==> src/rtl/ble_command_scheduler.sv <==
// Shares the AT-command encoder between host TX payloads and a periodic RX poll,
// then streams each encoded command byte-by-byte to the UART transmitter.
module ble_command_scheduler #(
    parameter int POLL_PERIOD = 1000000,
    parameter int ENC_TIMEOUT = 16
) (
    input  logic         clk,
    input  logic         reset,
    input  logic         tx_valid,
    input  logic [31:0]  tx_data,
    output logic         tx_ready,
    output logic         enc_start,
    output logic [3:0]   enc_command_select,
    output logic [32:0]  enc_input_data,
    input  logic [143:0] enc_output_data,
    input  logic         enc_done,
    output logic [7:0]   uart_tx_data,
    output logic         uart_tx_valid,
    input  logic         uart_tx_ready,
    output logic         busy,
    output logic         cmd_done,
    output logic         cmd_kind,
    output logic         err_timeout
);

    localparam int PW = (POLL_PERIOD > 1) ? $clog2(POLL_PERIOD) : 1;
    localparam int TW = $clog2(ENC_TIMEOUT + 1);
    localparam logic [PW-1:0] POLL_LAST = PW'(POLL_PERIOD - 1);
    localparam logic [TW-1:0] TMO_LAST  = TW'(ENC_TIMEOUT - 1);

    localparam logic [2:0] S_IDLE          = 3'd0;
    localparam logic [2:0] S_ENC_START     = 3'd1;
    localparam logic [2:0] S_ENC_WAIT_HIGH = 3'd2;
    localparam logic [2:0] S_SEND          = 3'd3;
    localparam logic [2:0] S_DONE          = 3'd4;

    localparam logic [3:0] SEL_TX = 4'h1;
    localparam logic [3:0] SEL_RX = 4'h2;
    localparam logic [4:0] LEN_TX = 5'd18;
    localparam logic [4:0] LEN_RX = 5'd13;

    logic [2:0]    state_q, state_d;
    logic [PW-1:0] poll_cnt_q, poll_cnt_d;
    logic          poll_pending_q, poll_pending_d;
    logic          last_grant_q, last_grant_d;
    logic [TW-1:0] tmo_cnt_q, tmo_cnt_d;
    logic [143:0]  shift_q, shift_d;
    logic [4:0]    byte_cnt_q, byte_cnt_d;
    logic          tx_ready_q, tx_ready_d;
    logic          enc_start_q, enc_start_d;
    logic [3:0]    enc_sel_q, enc_sel_d;
    logic [32:0]   enc_in_q, enc_in_d;
    logic [7:0]    uart_data_q, uart_data_d;
    logic          uart_valid_q, uart_valid_d;
    logic          busy_q, busy_d;
    logic          cmd_done_q, cmd_done_d;
    logic          cmd_kind_q, cmd_kind_d;
    logic          err_q, err_d;

    logic poll_expire;
    logic grant_tx;
    logic grant_rx;

    // tx_ready already encodes the round-robin decision, so TX wins whenever it is offered.
    assign poll_expire = (poll_cnt_q == POLL_LAST);
    assign grant_tx    = (state_q == S_IDLE) && tx_valid && tx_ready_q;
    assign grant_rx    = (state_q == S_IDLE) && !grant_tx && poll_pending_q;

    always_comb begin
        state_d      = state_q;
        poll_cnt_d   = poll_expire ? '0 : poll_cnt_q + PW'(1);
        last_grant_d = last_grant_q;
        tmo_cnt_d    = tmo_cnt_q;
        shift_d      = shift_q;
        byte_cnt_d   = byte_cnt_q;
        enc_sel_d    = enc_sel_q;
        enc_in_d     = enc_in_q;
        cmd_kind_d   = cmd_kind_q;
        err_d        = err_q;

        case (state_q)
            S_IDLE: begin
                if (grant_tx || grant_rx) begin
                    state_d      = S_ENC_START;
                    tmo_cnt_d    = '0;
                    last_grant_d = grant_rx;
                    cmd_kind_d   = grant_rx;
                    enc_sel_d    = grant_rx ? SEL_RX : SEL_TX;
                    if (grant_tx) begin
                        enc_in_d = {1'b0, tx_data};
                    end
                end
            end
            S_ENC_START: begin
                if (tmo_cnt_q == TMO_LAST) begin
                    state_d = S_IDLE;
                    err_d   = 1'b1;
                end else begin
                    tmo_cnt_d = tmo_cnt_q + TW'(1);
                    if (!enc_done) begin
                        state_d = S_ENC_WAIT_HIGH;
                    end
                end
            end
            S_ENC_WAIT_HIGH: begin
                // Completion on the final allowed cycle still counts as in time.
                if (enc_done) begin
                    state_d    = S_SEND;
                    shift_d    = enc_output_data;
                    byte_cnt_d = cmd_kind_q ? LEN_RX : LEN_TX;
                end else if (tmo_cnt_q == TMO_LAST) begin
                    state_d = S_IDLE;
                    err_d   = 1'b1;
                end else begin
                    tmo_cnt_d = tmo_cnt_q + TW'(1);
                end
            end
            S_SEND: begin
                if (uart_valid_q && uart_tx_ready) begin
                    shift_d    = {8'h00, shift_q[143:8]};
                    byte_cnt_d = byte_cnt_q - 5'd1;
                    if (byte_cnt_q == 5'd1) begin
                        state_d = S_DONE;
                    end
                end
            end
            S_DONE: begin
                state_d = S_IDLE;
            end
            default: begin
                state_d = S_IDLE;
            end
        endcase

        // A fresh expiry outranks the grant that would clear the pending flag.
        poll_pending_d = poll_expire ? 1'b1 : (grant_rx ? 1'b0 : poll_pending_q);

        tx_ready_d   = (state_d == S_IDLE) && (!poll_pending_d || last_grant_d);
        enc_start_d  = (state_d == S_ENC_START);
        uart_valid_d = (state_d == S_SEND);
        uart_data_d  = shift_d[7:0];
        busy_d       = (state_d != S_IDLE);
        cmd_done_d   = (state_d == S_DONE);
    end

    always_ff @(posedge clk) begin
        if (reset) begin
            state_q        <= S_IDLE;
            poll_cnt_q     <= '0;
            poll_pending_q <= 1'b0;
            last_grant_q   <= 1'b1;
            tmo_cnt_q      <= '0;
            shift_q        <= '0;
            byte_cnt_q     <= '0;
            tx_ready_q     <= 1'b1;
            enc_start_q    <= 1'b0;
            enc_sel_q      <= '0;
            enc_in_q       <= '0;
            uart_data_q    <= '0;
            uart_valid_q   <= 1'b0;
            busy_q         <= 1'b0;
            cmd_done_q     <= 1'b0;
            cmd_kind_q     <= 1'b0;
            err_q          <= 1'b0;
        end else begin
            state_q        <= state_d;
            poll_cnt_q     <= poll_cnt_d;
            poll_pending_q <= poll_pending_d;
            last_grant_q   <= last_grant_d;
            tmo_cnt_q      <= tmo_cnt_d;
            shift_q        <= shift_d;
            byte_cnt_q     <= byte_cnt_d;
            tx_ready_q     <= tx_ready_d;
            enc_start_q    <= enc_start_d;
            enc_sel_q      <= enc_sel_d;
            enc_in_q       <= enc_in_d;
            uart_data_q    <= uart_data_d;
            uart_valid_q   <= uart_valid_d;
            busy_q         <= busy_d;
            cmd_done_q     <= cmd_done_d;
            cmd_kind_q     <= cmd_kind_d;
            err_q          <= err_d;
        end
    end

    assign tx_ready           = tx_ready_q;
    assign enc_start          = enc_start_q;
    assign enc_command_select = enc_sel_q;
    assign enc_input_data     = enc_in_q;
    assign uart_tx_data       = uart_data_q;
    assign uart_tx_valid      = uart_valid_q;
    assign busy               = busy_q;
    assign cmd_done           = cmd_done_q;
    assign cmd_kind           = cmd_kind_q;
    assign err_timeout        = err_q;

endmodule

==> config.mk <==
export PLATFORM = sky130hd
export DESIGN_NAME = ble_command_scheduler
export DESIGN_NICKNAME = d
export VERILOG_FILES = /design/src/rtl/ble_command_scheduler.sv
export SDC_FILE = /design/constraint.sdc
export NUM_CORES = 1
export LEC_CHECK = 0
export ABC_AREA = 1
export BUFFER_PORTS_ARGS = -buffer_cell sky130_fd_sc_hd__buf_2
export CELL_PAD_IN_SITES_DETAIL_PLACEMENT = 0
export CELL_PAD_IN_SITES_GLOBAL_PLACEMENT = 1
export CORE_UTILIZATION = 39
export CTS_BUF_LIST = sky130_fd_sc_hd__clkbuf_4 sky130_fd_sc_hd__clkbuf_8
export DETAILED_ROUTE_END_ITERATION = 8
export GPL_TIMING_DRIVEN = 1
export PLACE_DENSITY = 0.88
export SYNTH_ARGS = -nofsm -noshare
export SYNTH_HDL_FRONTEND = slang
export SYNTH_SLANG_ARGS = --single-unit
==> constraint.sdc <==
create_clock -name clk -period 2.25 [get_ports clk]
set_input_delay 0 -clock clk [delete_from_list [all_inputs] [get_ports clk]]
set_output_delay 0 -clock clk [all_outputs]
set_load 0.005 [all_outputs]
==> results of run 1 <==
[cells by family after synthesis]
logic type      Yosys count
flops                   219
other cells               1
compound gates          345
buf+inv                 137
xor+xnor                 11
fa+ha+maj                 5
simple gates            528
[final cells by class]
cell class	instances	area [um^2]	area share (%)
inverters	35	136.4	1.040
well taps	313	391.6	2.985
repair buffers	429	3178	24.23
diodes	2	5.005	0.03815
clock inverters	5	58.81	0.4483
multi-input cells	892	4178	31.85
flip-flops and latches	219	4384	33.42
clock buffers	64	787.0	5.999
[path summary, 6_finish.rpt]
check	startpoint	end	cells after the start
worst max-delay path	state_q[0]	shift_q[44]	6
worst min-delay path	tx_data[23]	enc_input_data[23]	4
worst max register to register	state_q[0]	shift_q[44]	6
worst min register to register	last_grant_q	last_grant_q	2
[layer usage]
layer,global-route usage (%),vias to the layer above,wire length [um]
met5,0,-,0
met4,8.030,0,707
met3,4.722,66,1808
met2,37.71,339,12740
met1,29.39,4392,12790
li1,-,4944,-
[power groups by stage]
| stage | Sequential, W | Combinational, W | Clock, W |
|---|---|---|---|
| after detailed placement | 0.00425 | 0.000829 | 0 |
| after global placement | 0.00425 | 0.000820 | 0 |
| final | 0.00417 | 0.00110 | 0.00395 |
| after global routing | 0.00419 | 0.00122 | 0.00424 |
| after floorplan | 0.00424 | 0.000476 | 0 |
| after CTS | 0.00417 | 0.00108 | 0.00405 |
[Yosys cell counts]
master / count / area, um^2
xor2_1: 8 / 70.07
a211oi_2: 1 / 12.51
ha_1: 5 / 62.56
or2_2: 2 / 12.51
nand2_1: 354 / 1329
nor2_1: 121 / 454.2
nand2_2: 1 / 6.260
o21ai_0: 91 / 455.4
nand3_2: 1 / 10.01
inv_1: 33 / 123.9
nor3_1: 12 / 60.06
dfxtp_1: 219 / 4384
buf_2: 27 / 135.1
and3_1: 1 / 6.260
xnor2_1: 3 / 26.28
nand3_1: 29 / 145.1
clkbuf_1: 47 / 176.4
a31oi_1: 136 / 850.8
o21bai_1: 2 / 15.01
nand4_1: 5 / 31.28
o211ai_1: 3 / 22.52
buf_6: 10 / 112.6
a21oi_1: 30 / 150.1
buf_4: 15 / 112.6
conb_1: 1 / 3.750
inv_2: 2 / 7.510
buf_1: 3 / 11.26
nor2_2: 2 / 12.51
o21ai_1: 81 / 405.4
o21a_1: 1 / 7.510
[placed cells by master (no fill, tap or decap), types with 15 or more instances in the layout]
| cell | synthesis | layout |
|---|---|---|
| a21oi_1 | 30 | 30 |
| a31oi_1 | 136 | 136 |
| buf_2 | 27 | 229 |
| clkbuf_4 | 0 | 15 |
| clkbuf_8 | 0 | 49 |
| dfxtp_1 | 219 | 219 |
| dlygate4sd3_1 | 0 | 182 |
| inv_1 | 33 | 32 |
| nand2_1 | 354 | 354 |
| nand3_1 | 29 | 29 |
| nor2_1 | 121 | 121 |
| o21ai_0 | 91 | 91 |
| o21ai_1 | 81 | 81 |
[through the flow]
step | power (W) | utilization (%) | hold WS, ps | setup slack [ps]
finish | 0.009222 | 57.25 | 233.3 | 241.7
global route | 0.009652 | 57.25 | 240.0 | 120.9
CTS | 0.009301 | 57.23 | 191.4 | 296.6
detailed placement | 0.005077 | 45.59 | 229.5 | 348.0
global placement | 0.005067 | 45.59 | 220.6 | 440.3
floorplan | 0.004716 | - | 72.99 | 663.2
[worst reg2reg max path: stages, from the launching register on]
cell	delay (ps)
dfxtp_1	370
nor2_1	210
nand3_1	300
nand2_8	440
buf_12	300
o21ai_1	110
a31oi_1	190
[repair_timing]
item                       in CTS  in global routing
setup endpoints to repair       0                  0
hold buffers                  182                  0
hold endpoints to repair      194                  0
[flip-flops by register name (all words and copies together) (netlist names)]
signal              cells
state_q                 3
shift_q               144
err_timeout             1
enc_start               1
cmd_done                1
last_grant_q            1
uart_tx_valid           1
poll_pending_q          1
busy                    1
tmo_cnt_q               5
poll_cnt_q             20
enc_command_select      1
cmd_kind                1
tx_ready                1
enc_input_data         32
byte_cnt_q              5
==> metrics.txt, run 1 <==
# TYPE chip_impl_metric gauge
chip_impl_info{name="status",value="finished clean"} 1
chip_impl_metric{name="wl_per_cell",unit="um"} 14.32
chip_impl_metric{name="synth_compound_area_share",unit="%"} 20.83
chip_impl_info{name="path_cells",value="nor2_1 > nand3_1 > nand2_8 > buf_12 > o21ai_1 > a31oi_1"} 1
chip_impl_metric{name="route.final.wire_length",unit="um"} 28050
chip_impl_info{name="cts_tree",value="built"} 1
chip_impl_metric{name="synth.ff_latch_count",unit=""} 219
chip_impl_metric{name="actual_slew_at_the_worst_max_slew_pin",unit="ps"} 1037
chip_impl_metric{name="clock_skew",unit="ps"} 19.06
chip_impl_metric{name="irDropWorstVdd",unit="mV"} 0.4774
chip_impl_metric{name="grt_pass1_wl",unit="um"} 45470
chip_impl_metric{name="final_antenna_net_count",unit=""} 0
chip_impl_metric{name="numCtsBuffers",unit=""} 38
chip_impl_metric{name="period_minus_slack",unit="ps"} 2008
chip_impl_info{name="critical_path_start_type",value="flop"} 1
chip_impl_metric{name="slowest_delay",unit="ps"} 440
chip_impl_info{name="cpMaxStageDelayCell",value="nand2_8"} 1
chip_impl_metric{name="grt_pass1_vias",unit=""} 9498
chip_impl_metric{name="nFillCells",unit=""} 2086
chip_impl_metric{name="iter_0_drt_violations",unit=""} 911
chip_impl_metric{name="avgSynthCellArea",unit="um^2"} 7.394
chip_impl_metric{name="place.detailed.hpwl",unit="um"} 16250
chip_impl_metric{name="ctsResizeCount",unit=""} 0
chip_impl_metric{name="rows",unit=""} 55
chip_impl_metric{name="intPower",unit="W"} 0.006960
chip_impl_metric{name="ys.warnings.count",unit=""} 0
chip_impl_metric{name="worst_skew_pair.late_latency",unit="ps"} 530
chip_impl_metric{name="setup_viol",unit=""} 0
chip_impl_metric{name="globalRouteOverflowTotal",unit=""} 0
chip_impl_metric{name="clockBufferDepth",unit=""} 3
chip_impl_metric{name="power.clock.fraction",unit="%"} 42.9
chip_impl_metric{name="gp_congestion",unit=""} 0.8457
chip_impl_metric{name="routed-via-count",unit=""} 9741
chip_impl_metric{name="synth_simple_gate_area_share",unit="%"} 22.44
chip_impl_metric{name="die_h",unit="um"} 155.7
chip_impl_metric{name="netlist_instances",unit=""} 1246
chip_impl_info{name="hold_class",value="input port to flop"} 1
chip_impl_metric{name="r2r_slack",unit="ps"} 240
chip_impl_metric{name="critPathArrivalTime",unit="ps"} 2440
chip_impl_info{name="critPathKind",value="flop to flop"} 1
chip_impl_metric{name="cts.sink_count",unit=""} 219
chip_impl_metric{name="p_sw_share",unit="%"} 24.53
chip_impl_metric{name="dpl_cell_area",unit="um^2"} 10450
chip_impl_metric{name="crit_path_max_fanout",unit=""} 68
chip_impl_info{name="timing.critical_path.max_delay_family",value="simple AND/OR/NAND/NOR gates"} 1
chip_impl_metric{name="pwr_density_cell",unit="nW/um^2"} 703.0
chip_impl_metric{name="numnets_final",unit=""} 1801
chip_impl_metric{name="avgViaCountPerCell",unit=""} 4.972
chip_impl_metric{name="place_inst",unit=""} 1706
chip_impl_metric{name="finalSetupTns",unit="ps"} 0
chip_impl_metric{name="synth.mux.area_fraction",unit="%"} 0
chip_impl_metric{name="yosys.area_share.adder",unit="%"} 0.6791
chip_impl_metric{name="cp.buffers_inverters",unit=""} 1
chip_impl_metric{name="cts_setup_buffers",unit=""} 0
chip_impl_metric{name="full_die_area",unit="um^2"} 24240
chip_impl_metric{name="achievable-frequency",unit="MHz"} 497.9
chip_impl_metric{name="cell_area_after_synthesis",unit="um^2"} 9213
chip_impl_metric{name="yosys.area_share.xor_xnor",unit="%"} 1.046
chip_impl_info{name="end_kind",value="flop"} 1
chip_impl_metric{name="htree_num_levels",unit=""} 2
chip_impl_metric{name="total_switching_power",unit="W"} 0.002262
chip_impl_metric{name="final_instance_area",unit="um^2"} 13120
chip_impl_metric{name="slew-limit-headroom",unit="%"} 30.81
chip_impl_metric{name="netlist-cell-type-count",unit=""} 30
chip_impl_metric{name="finalCritPeriodShare",unit="%"} 89.26
chip_impl_metric{name="p_leak",unit="nW"} 5.675
chip_impl_metric{name="drt_drc_violations_left",unit=""} 0
chip_impl_metric{name="grt_max_degree",unit=""} 152
chip_impl_metric{name="final_layout_size_suffix_gt1_share",unit="%"} 19.83
chip_impl_metric{name="cp_data_required_time",unit="ps"} 2680
chip_impl_metric{name="groute.usage.overall",unit="%"} 22.81
chip_impl_metric{name="num_io_pins",unit=""} 233
chip_impl_info{name="dominant_combinational_cell_family_by_area_after_synthesis",value="simple AND/OR/NAND/NOR gates"} 1
chip_impl_metric{name="path_clk_slew",unit="ps"} 60
chip_impl_info{name="rsz0062_at_grt",value="no"} 1
chip_impl_metric{name="final_report_hold_violation_count",unit=""} 0
chip_impl_metric{name="layout-area-overhead-vs-synth",unit="%"} 42.40
chip_impl_metric{name="p_comb_share",unit="%"} 11.9
chip_impl_metric{name="initial_core_util",unit="%"} 40.20
chip_impl_metric{name="place.port_buffers",unit=""} 229
chip_impl_metric{name="firstDrtPassIters",unit=""} 5
chip_impl_metric{name="number_of_antenna_violations_at_the_first_check_in_global_routing",unit=""} 2
chip_impl_metric{name="dieWidth",unit="um"} 155.7
chip_impl_metric{name="synth-seq-area-share",unit="%"} 47.59
chip_impl_metric{name="finish.cell_count_without_fillers",unit=""} 1959
chip_impl_metric{name="cap_violations",unit=""} 0
chip_impl_metric{name="design.core.area",unit="um^2"} 22920
chip_impl_metric{name="power.sequential.fraction",unit="%"} 45.3
chip_impl_metric{name="maxSlewViolCount",unit=""} 0
chip_impl_info{name="cts_root_buffer",value="clkbuf_8"} 1
Note: power is estimated with default switching activity, not from simulation.
==> inputs of run 2 (changes only) <==
Settings changed: CTS_BUF_LIST sky130_fd_sc_hd__clkbuf_4 sky130_fd_sc_hd__clkbuf_8 to sky130_fd_sc_hd__clkbuf_8.
==> run 2 against run 1 <==
  * Cell area fell by 0.43%
  * Utilization decreased by 0.25 points
  * Critical path depth stayed put
  * Global-route usage about the same
  * Sequential cell count unchanged
  * Total power fell by 2.6%
  * Clock power decreased by 6.1%
  * Non-clock buffer count unchanged
  * Wire length unchanged
  * Setup slack worse by 2.9 ps
  * Fmax fell by 0.14%
  * Critical path type unchanged
  * Critical endpoint is now shift_q[109]
==> metrics.txt, run 2 (synthesis results as in run 1) <==
# TYPE chip_impl_metric gauge
chip_impl_info{name="max_flop_register",value="shift_q"} 1
chip_impl_metric{name="dieWidth",unit="um"} 155.7
chip_impl_metric{name="num_io_pins",unit=""} 233
chip_impl_metric{name="htree_num_levels",unit=""} 2
chip_impl_metric{name="finalCritPeriodShare",unit="%"} 89.39
chip_impl_metric{name="period_minus_slack",unit="ps"} 2011
chip_impl_metric{name="number_of_antenna_violations_at_the_first_check_in_global_routing",unit=""} 2
chip_impl_metric{name="cp_data_required_time",unit="ps"} 2690
chip_impl_info{name="status",value="finished clean"} 1
chip_impl_metric{name="routed-via-count",unit=""} 9750
chip_impl_metric{name="cap_violations",unit=""} 0
chip_impl_metric{name="multi_input_comb_area",unit="um^2"} 4178
chip_impl_metric{name="pwr_density_cell",unit="nW/um^2"} 687.7
chip_impl_metric{name="route.final.wire_length",unit="um"} 28050
chip_impl_metric{name="maxSlewViolCount",unit=""} 0
chip_impl_metric{name="irDropWorstVdd",unit="mV"} 0.4764
chip_impl_metric{name="layout-area-overhead-vs-synth",unit="%"} 41.79
chip_impl_info{name="critPathKind",value="flop to flop"} 1
chip_impl_metric{name="setup_viol",unit=""} 0
chip_impl_metric{name="clock_skew",unit="ps"} 23.49
chip_impl_metric{name="avgViaCountPerCell",unit=""} 4.977
chip_impl_info{name="hold_class",value="input port to flop"} 1
chip_impl_metric{name="path_clk_slew",unit="ps"} 60
chip_impl_info{name="end_kind",value="flop"} 1
chip_impl_metric{name="groute.usage.overall",unit="%"} 22.77
chip_impl_metric{name="final_report_hold_violation_count",unit=""} 0
chip_impl_metric{name="cts_setup_buffers",unit=""} 0
chip_impl_metric{name="full_die_area",unit="um^2"} 24240
chip_impl_metric{name="gp_congestion",unit=""} 0.8457
chip_impl_metric{name="p_leak",unit="nW"} 5.686
chip_impl_info{name="layout.cells.most_common",value="nand2_1"} 1
chip_impl_metric{name="largest_reg_flops",unit=""} 144
chip_impl_metric{name="slowest_delay",unit="ps"} 430
chip_impl_info{name="cpMaxStageDelayCell",value="nand2_8"} 1
chip_impl_metric{name="final_layout_size_suffix_gt1_share",unit="%"} 18.92
chip_impl_info{name="cts_root_buffer",value="clkbuf_8"} 1
chip_impl_info{name="cts_tree",value="built"} 1
chip_impl_metric{name="rows",unit=""} 55
chip_impl_metric{name="initial_core_util",unit="%"} 40.20
chip_impl_metric{name="hold_buffers",unit=""} 182
chip_impl_metric{name="place.detailed.hpwl",unit="um"} 16250
chip_impl_metric{name="critPathArrivalTime",unit="ps"} 2450
chip_impl_metric{name="place.port_buffers",unit=""} 229
chip_impl_metric{name="actual_slew_at_the_worst_max_slew_pin",unit="ps"} 1035
chip_impl_metric{name="cts.sink_count",unit=""} 219
chip_impl_metric{name="design.core.area",unit="um^2"} 22920
chip_impl_metric{name="grt_max_degree",unit=""} 152
chip_impl_metric{name="numnets_final",unit=""} 1801
chip_impl_metric{name="nFillCells",unit=""} 2094
chip_impl_info{name="critical_path_start_type",value="flop"} 1
chip_impl_metric{name="cp.buffers_inverters",unit=""} 1
chip_impl_metric{name="grt_pass1_wl",unit="um"} 45470
chip_impl_metric{name="worst_skew_pair.late_latency",unit="ps"} 530
chip_impl_metric{name="numCtsBuffers",unit=""} 38
chip_impl_metric{name="grt_pass1_vias",unit=""} 9488
chip_impl_metric{name="firstDrtPassIters",unit=""} 5
chip_impl_metric{name="finalHoldWorstSlack",unit="ps"} 239.9
chip_impl_metric{name="ctsResizeCount",unit=""} 0
chip_impl_metric{name="die_h",unit="um"} 155.7
chip_impl_metric{name="final_antenna_net_count",unit=""} 0
chip_impl_metric{name="crit_path_max_fanout",unit=""} 68
chip_impl_metric{name="wl_per_cell",unit="um"} 14.32
chip_impl_metric{name="slew-limit-headroom",unit="%"} 30.92
chip_impl_info{name="rsz0062_at_grt",value="no"} 1
chip_impl_metric{name="clockBufferDepth",unit=""} 3
chip_impl_metric{name="sequential_area",unit="um^2"} 4384
chip_impl_info{name="path_cells",value="nor2_1 > nand3_1 > nand2_8 > buf_4 > o21ai_0 > a31oi_1"} 1
chip_impl_metric{name="iter_0_drt_violations",unit=""} 920
chip_impl_metric{name="globalRouteOverflowTotal",unit=""} 0
chip_impl_info{name="timing.critical_path.max_delay_family",value="simple AND/OR/NAND/NOR gates"} 1
chip_impl_metric{name="achievable-frequency",unit="MHz"} 497.2
chip_impl_info{name="final_cell_mix",value="354 x nand2_1, 229 x buf_2, 219 x dfxtp_1, 182 x dlygate4sd3_1, 136 x a31oi_1"} 1
chip_impl_metric{name="finalSetupTns",unit="ps"} 0
chip_impl_metric{name="drt_drc_violations_left",unit=""} 0
## run 2: where the power goes
group / leakage [nW] / internal [W] / switching (W)
Clock: 0.460 / 0.00208 / 0.00164
Sequential: 1.78 / 0.00407 / 0.000103
Combinational: 3.45 / 0.000564 / 0.000531
Total: 5.69 / 0.00671 / 0.00227
## run 2: layout make-up
cell class                      count  area share [%]
Antenna cell                        2         0.03831
Timing Repair Buffer              429           24.33
Multi-Input combinational cell    892           31.98
Clock buffer                       49           5.163
Sequential cell                   219           33.56
Clock inverter                     20          0.8812
Inverter                           35           1.044
Tap cell                          313           2.998
## run 2: final timing paths
path	endpoint	depth (start not counted)	start	slack (ps)
hold reg to reg	last_grant_q	2	last_grant_q	460
setup reg to reg	shift_q[109]	6	state_q[0]	240
hold / removal	enc_input_data[23]	4	tx_data[23]	240
setup / recovery	shift_q[109]	6	state_q[0]	240
## run 2: metrics by stage
| stage | area (um^2) | power (W) | setup WS [ps] | std cells | util [%] |
|---|---|---|---|---|---|
| after CTS | 13060 | 0.009056 | 300.1 | 1957 | 56.98 |
| after global placement | 10450 | 0.005067 | 440.3 | 1706 | 45.59 |
| after floorplan | 9220 | 0.004716 | 663.2 | 1248 | - |
| final | 13060 | 0.008983 | 238.8 | 1959 | 57.00 |
| after global routing | 13060 | 0.009413 | 131.7 | 1959 | 57.00 |
| after detailed placement | 10450 | 0.005077 | 348.0 | 1706 | 45.59 |
## run 2: metal layers
metal	track usage [%]	part of all wire, %	vias up
met5	0	0	-
met3	4.722	6.1	65
met1	29.33	46	4426
li1	-	-	4944
met4	7.796	2.5	0
met2	37.77	46	315
## run 2: worst reg2reg max path, delay by kind of cell (launching register included)
kind / cells / cell delay (ps)
flip-flops: 1 / 370
buffers and inverters: 1 / 330
AND/OR/NAND/NOR: 3 / 960
AO/OA/AOI/OAI: 2 / 280
